$ cat src/rtl/pipeline_hazard_ctrl.sv
// Stall/flush/halt sequencer for the 5-stage pipeline: load-use bubbles, branch flushes,
// sprite-unit wait with timeout, sticky halt and a saturating stall-cycle counter.
module pipeline_hazard_ctrl #(
  parameter int unsigned CNT_W          = 16,
  parameter int unsigned SPRITE_TIMEOUT = 255
) (
  input  logic             clk,
  input  logic             rst_n,
  input  logic [4:0]       ID_s_reg,
  input  logic [4:0]       ID_t_reg,
  input  logic             ID_uses_s,
  input  logic             ID_uses_t,
  input  logic [4:0]       EX_dst_reg,
  input  logic             EX_use_dst_reg,
  input  logic             EX_mem_re,
  input  logic             EX_branch_taken,
  input  logic             EX_sprite_req,
  input  logic             sprite_done,
  input  logic             WB_hlt_instr,
  output logic             stall_PC,
  output logic             stall_IF_ID,
  output logic             stall_ID_EX,
  output logic             stall_EX_MEM,
  output logic             flush_IF_ID,
  output logic             flush_ID_EX,
  output logic             hlt,
  output logic             sprite_timeout,
  output logic [CNT_W-1:0] stall_count
);

  localparam logic [1:0] ST_RUN         = 2'd0;
  localparam logic [1:0] ST_SPRITE_WAIT = 2'd1;
  localparam logic [1:0] ST_HALTED      = 2'd2;

  localparam logic [11:0] TIMEOUT_LIM = SPRITE_TIMEOUT[11:0];

  logic [1:0]  state, state_nxt;
  logic [11:0] wait_cnt, wait_cnt_nxt;
  logic        load_use;
  logic        run_rules;
  logic        timeout_hit;

  assign load_use = EX_mem_re && EX_use_dst_reg && (EX_dst_reg != 5'd0) &&
                    ((ID_uses_s && (ID_s_reg == EX_dst_reg)) ||
                     (ID_uses_t && (ID_t_reg == EX_dst_reg)));

  always_comb begin
    stall_PC     = 1'b0;
    stall_IF_ID  = 1'b0;
    stall_ID_EX  = 1'b0;
    stall_EX_MEM = 1'b0;
    flush_IF_ID  = 1'b0;
    flush_ID_EX  = 1'b0;
    state_nxt    = state;
    wait_cnt_nxt = wait_cnt;
    run_rules    = 1'b0;
    timeout_hit  = 1'b0;

    case (state)
      ST_RUN: begin
        if (WB_hlt_instr) begin
          state_nxt = ST_HALTED;
        end else if (EX_sprite_req && !sprite_done) begin
          stall_PC     = 1'b1;
          stall_IF_ID  = 1'b1;
          stall_ID_EX  = 1'b1;
          stall_EX_MEM = 1'b1;
          state_nxt    = ST_SPRITE_WAIT;
          wait_cnt_nxt = 12'd1;
        end else begin
          run_rules = 1'b1;
        end
      end
      ST_SPRITE_WAIT: begin
        if (!sprite_done && (wait_cnt < TIMEOUT_LIM)) begin
          stall_PC     = 1'b1;
          stall_IF_ID  = 1'b1;
          stall_ID_EX  = 1'b1;
          stall_EX_MEM = 1'b1;
          wait_cnt_nxt = wait_cnt + 12'd1;
        end else begin
          // Release (done or timed out) behaves like RUN with the sprite request masked.
          timeout_hit = !sprite_done;
          if (WB_hlt_instr) begin
            state_nxt = ST_HALTED;
          end else begin
            state_nxt = ST_RUN;
            run_rules = 1'b1;
          end
        end
      end
      ST_HALTED: state_nxt = ST_HALTED;
      default:   state_nxt = ST_RUN;
    endcase

    if (run_rules) begin
      if (EX_branch_taken) begin
        flush_IF_ID = 1'b1;
        flush_ID_EX = 1'b1;
      end else if (load_use) begin
        stall_PC    = 1'b1;
        stall_IF_ID = 1'b1;
        flush_ID_EX = 1'b1;
      end
    end
  end

  always_ff @(posedge clk) begin
    if (!rst_n) begin
      state          <= ST_RUN;
      wait_cnt       <= '0;
      hlt            <= 1'b0;
      sprite_timeout <= 1'b0;
      stall_count    <= '0;
    end else begin
      state    <= state_nxt;
      wait_cnt <= wait_cnt_nxt;
      if (state_nxt == ST_HALTED) hlt <= 1'b1;
      if (timeout_hit) sprite_timeout <= 1'b1;
      if (stall_PC && (stall_count != '1)) stall_count <= stall_count + 1'b1;
    end
  end

endmodule

$ cat config.mk
export PLATFORM = sky130hd
export DESIGN_NAME = pipeline_hazard_ctrl
export DESIGN_NICKNAME = d
export VERILOG_FILES = /design/src/rtl/pipeline_hazard_ctrl.sv
export SDC_FILE = /design/constraint.sdc
export NUM_CORES = 1
export LEC_CHECK = 0
export ABC_AREA = 1
export CORE_AREA = 4 4 85 87
export DETAILED_ROUTE_END_ITERATION = 10
export DIE_AREA = 0 0 89 91
export HOLD_SLACK_MARGIN = 0.1
export RECOVER_POWER = 50
export SYNTH_ARGS = -nofsm -noshare
export SYNTH_HDL_FRONTEND = slang
export SYNTH_SLANG_ARGS = --single-unit
$ cat constraint.sdc
create_clock -name clk -period 2.2 [get_ports clk]
set_clock_uncertainty 0.2 [all_clocks]
set_input_delay 0.44 -clock clk [delete_from_list [all_inputs] [get_ports clk]]
set_output_delay 0.44 -clock clk [all_outputs]
set_load 0.05 [all_outputs]
# Yosys cells after proc, flatten, opt, wreduce, memory -nomap -nowiden
# Index checks and enable logic that the tools add are counted.
# op_classes
muxes	28
n_eq_ne	9
n_addsub	2
n_reduce_logical	14
order_cmp	1
# ops
operator	n
$mux W12	3
$pmux W12 S2	1
$mux W1	17
$add A16 B1 Y16 const B	1
$ne A16 B16 Y1 const B	1
$add A12 B1 Y12 const B	1
$lt A12 B8 Y1 const B	1
$eq A5 B5 Y1	2
$logic_and A1 B1 Y1	8
$mux W2	4
$ne A2 B2 Y1 const B	3
$pmux W2 S3	1
$reduce_bool A5 Y1	1
$eq A2 B2 Y1 const B	2
$pmux W1 S2	2
$reduce_and A4 Y1	1
$eq A2 B1 Y1 const B	1
$logic_not A2 Y1	1
$reduce_bool A2 Y1	1
$logic_not A1 Y1	1
$logic_or A1 B1 Y1	1
# totals
regBits	32
out_inout_bits	24

# Depth between registers and ports, before layout
# depth
ltp_word	9
depth_mapped	14
mapped_depth_nobuf	13

# Worst setup path after synthesis
# No wires, ideal clock.
# synth_timing
path_type	register to output
startpoint	register wait_cnt[0]
endpoint	output port stall_PC
t_required_ps	1560
stages_incl_launch_ff	13
path_slack_ps	-221
arrival_time_ps	1781
cell_sequence	dfxtp_1 ha_1 inv_1 nor2_1 nand2_1 nand2_2 inv_1 nand2_2 nand2_4 inv_2 nand2_4 buf_4 buf_4
# synth_via
elab_chain_cells	7
elab_cells_between_ends	9
classes_between	order compare: 1; mux: 7; reduce/logical: 1
# synth_rtl
item	line	text
start: declaration	38	logic [11:0] wait_cnt, wait_cnt_nxt;
start signal: assignment	117	wait_cnt <= wait_cnt_nxt;
$lt A12 B8 Y1 (*)	75	if (!sprite_done && (wait_cnt < TIMEOUT_LIM)) begin
$logic_and A1 B1 Y1 (*)	75	
$mux W1 (*)	--	
$pmux W1 S2 (*)	--	
via stall_EX_MEM	23	output logic stall_EX_MEM,
$mux W1	100	end else if (load_use) begin
$mux W1	97	if (EX_branch_taken) begin
$mux W1 (*)	96	if (run_rules) begin
end: declaration	20	output logic stall_PC,
# Mark *: on every way through the listed nets, which the timed path passes. The rest lies on a longest branch.

# Final worst setup path
# layout_timing
startpoint	register wait_cnt[0]
endpoint	output port flush_IF_ID
# layout_via
elab_chain_cells	5
# layout_rtl
item	line	text
$lt A12 B8 Y1	75	
$logic_and A1 B1 Y1	75	
$mux W1	75	
$pmux W1 S2	59	case (state)
$mux W1	96	
end: declaration	24	output logic flush_IF_ID,
# No other way between the ends.

==> results.toml <==
[outcome]
status = "complete, but fails checks"
violations = "setup timing"

[layout]
diodes = 0
regArea_um2 = 649
drive_above_1_share_pct = 24.8
final_area_mm2 = 0.00293
fin_util_pct = 46.1
fillCellCount = 678
fin_nets = 405
multiInputGateArea_mm2 = 0.00112
syn2layout_area_growth_pct = 53.2

[power_and_ir_drop]
powerDensity_mw_per_mm2 = 499
leakage_nw = 1.37
power_mw = 1.46
ir_worst_vdd_mv = 0.380

[logic_synthesis]
synth_seq_cells = 32
synthFlopType = "dfxtp_1"
synth-simple-area-share_pct = 39.9
synthCells = 296
synth_xor_area_share_pct = 5.96
yosys-top-cells-count = "nand2_1, inv_1, nor2_1"
synth.area.top_cells = "dfxtp_1, nand2_1, inv_1, nand3_1, nor2_1"
synth_top_area_cell = "dfxtp_1"
synthArstFlopShare_pct = 0
synth.area.mux_share_pct = 0
synth_top_area_share_pct = 33.5
synth_cell_types = 27
ys_seq_area_share_pct = 33.5
synth_compound_area_share_pct = 8.25
netlist_area_mm2 = 0.00191
synth_top_family_by_area = "simple AND/OR/NAND/NOR gates"
synthesis.nets = 323
yosysMostFrequentCell = "nand2_1"
yosysWarnings = 0
synth_area_per_cell_um2 = 6.45
synth_fa_ha_area_share_pct = 1.31
synth_edf_count = 0

[placement]
dp_hpwl_um = 3940
gp_congestion = 0.795
place_area_mm2 = 0.00270
port_buffers = 48

[route]
vias_per_cell = 4.56
post-route-drc-count = 0
drt-initial-drc-count = 93
num_vias = 2081
first_pass_iters = 4
routed_wl_um = 5360
ant_nets = 0
wl_per_cell_um = 11.7

[grt]
grt_usage_pct = 13.7
grt_remaining_overflow = 0
grt_pass1_wl_um = 8890
grt_max_degree = 16
antenna_found_initial = 0
grt_pass1_vias = 2054

[sta]
rsz0062_at_grt = "yes"
slew_headroom_pct = 66.5
worst_pin_slew_ns = 0.501
setup_viol = 3
hold_slack_ns = 0.243
layout_min_cycle_time_ns = 2.23
max_freq_mhz = 449
drv_slew = 0
hold_violations = 0
final.setup.worst_slack_ns = -0.0292
fin_crit_sh_pct = 101

[clock_network]
clock_sinks = 32
hold_buffers = 0
path_clk_slew_ns = 0.07
cts_tree = "yes"
numCtsBuffers = 5
clk_path_buf_depth = 2
cts_root_buf = "clkbuf_8"
cts_max_level = 2
insertion_delay_ns = 0.28

[floorplanning]
die_h_um = 91
fp.dieW_um = 89
num_io_pins = 49
die_area_mm2 = 0.00810
coreArea_mm2 = 0.00635
start_util_pct = 30.1
rows = 29

[job]
maxCapViolCount = 0

[worst_hold_path]
min_path_type = "reg -> reg"

[worst_setup_path]
start_kind = "flop"
critical_path_class = "reg -> out"
critPathCaptureType = "primary output"
required_ns = 1.56
cp_max_fo = 2
crit_arrival_ns = 1.59
-- critical path: stages (launching register included) --
cell     delay, ns
dfxtp_2       0.36
ha_4          0.14
inv_2         0.03
nor2_2        0.08
nand2_2       0.08
nand3_2       0.07
nand2_2       0.07
buf_4         0.14
nor2_1        0.17
buf_12        0.17
-- cells by family (layout without fill, tap and decap cells) --
family                   count (synthesis)  count (layout)
AND/OR/NAND/NOR                        168             168
buffers and inverters                   51             134
flip-flops                              32              32
AO/OA/AOI/OAI                           30              30
XOR/XNOR                                13              13
adder cells (fa/ha/maj)                  2               2
-- timing repair --
action | CTS | global route
setup endpoints to repair | 7 | 22
pin swaps | 20 | 5
gates resized for setup | 38 | 13
setup buffers | 7 | 2
-- final timing paths --
path                            cells past startpoint  slack [ns]   startpoint        endpoint
worst min-delay path                                2        0.24  wait_cnt[9]     wait_cnt[9]
worst max register to register                     14        0.17  wait_cnt[0]  stall_count[5]
worst min register to register                      2        0.24  wait_cnt[9]     wait_cnt[9]
worst max-delay path                                9       -0.03  wait_cnt[0]     flush_IF_ID
-- cells in the final DEF, fill, tap and decap left out, types with 8 or more instances in the layout --
cell	n
buf_12	8
dlygate4sd2_1	17
inv_1	37
xor2_1	10
nand3_1	29
nor2_1	31
nor3_1	10
a21oi_1	21
nand2_1	77
buf_4	43
clkdlybuf4s50_1	9
dfxtp_1	25
-- metrics by stage --
step                      std cells  setup TNS, ns  setup WS, ns
after floorplan                 296        -0.0756       -0.0756
after global placement          439          -5.54        -0.295
after detailed placement        439          -6.49        -0.327
after CTS                       454         -0.270       -0.0901
after global routing            456         -0.553        -0.138
final                           456        -0.0828       -0.0292
-- where the power goes --
group / internal (mW) / leakage [nW] / switching [mW]
logic: 0.111 / 1.04 / 0.132
clock network: 0.400 / 0.0645 / 0.225
registers: 0.587 / 0.262 / 0.00692
-- per-layer routing --
layer | global-route usage, % | vias to the layer above | wire length, um
met5 | 0 | - | 0
met4 | 5.96 | 0 | 83
met3 | 2.71 | 5 | 289
met2 | 22.7 | 43 | 2610
met1 | 16.9 | 935 | 2370
li1 | - | 1098 | -
-- final cells by class --
type                    instances  share of cell area (%)
clock inverters                 1                    1.03
well taps                      77                    3.29
multi-input cells             213                    38.4
inverters                      44                    5.64
repair buffers                 82                    26.2
flip-flops and latches         32                    22.2
clock buffers                   7                    3.29
-- sequential cells by signal (all words and copies together) (netlist names) --
name,flops
state,2
hlt,1
wait_cnt,12
stall_count,16
sprite_timeout,1
Note: power is estimated with default switching activity, not from simulation.
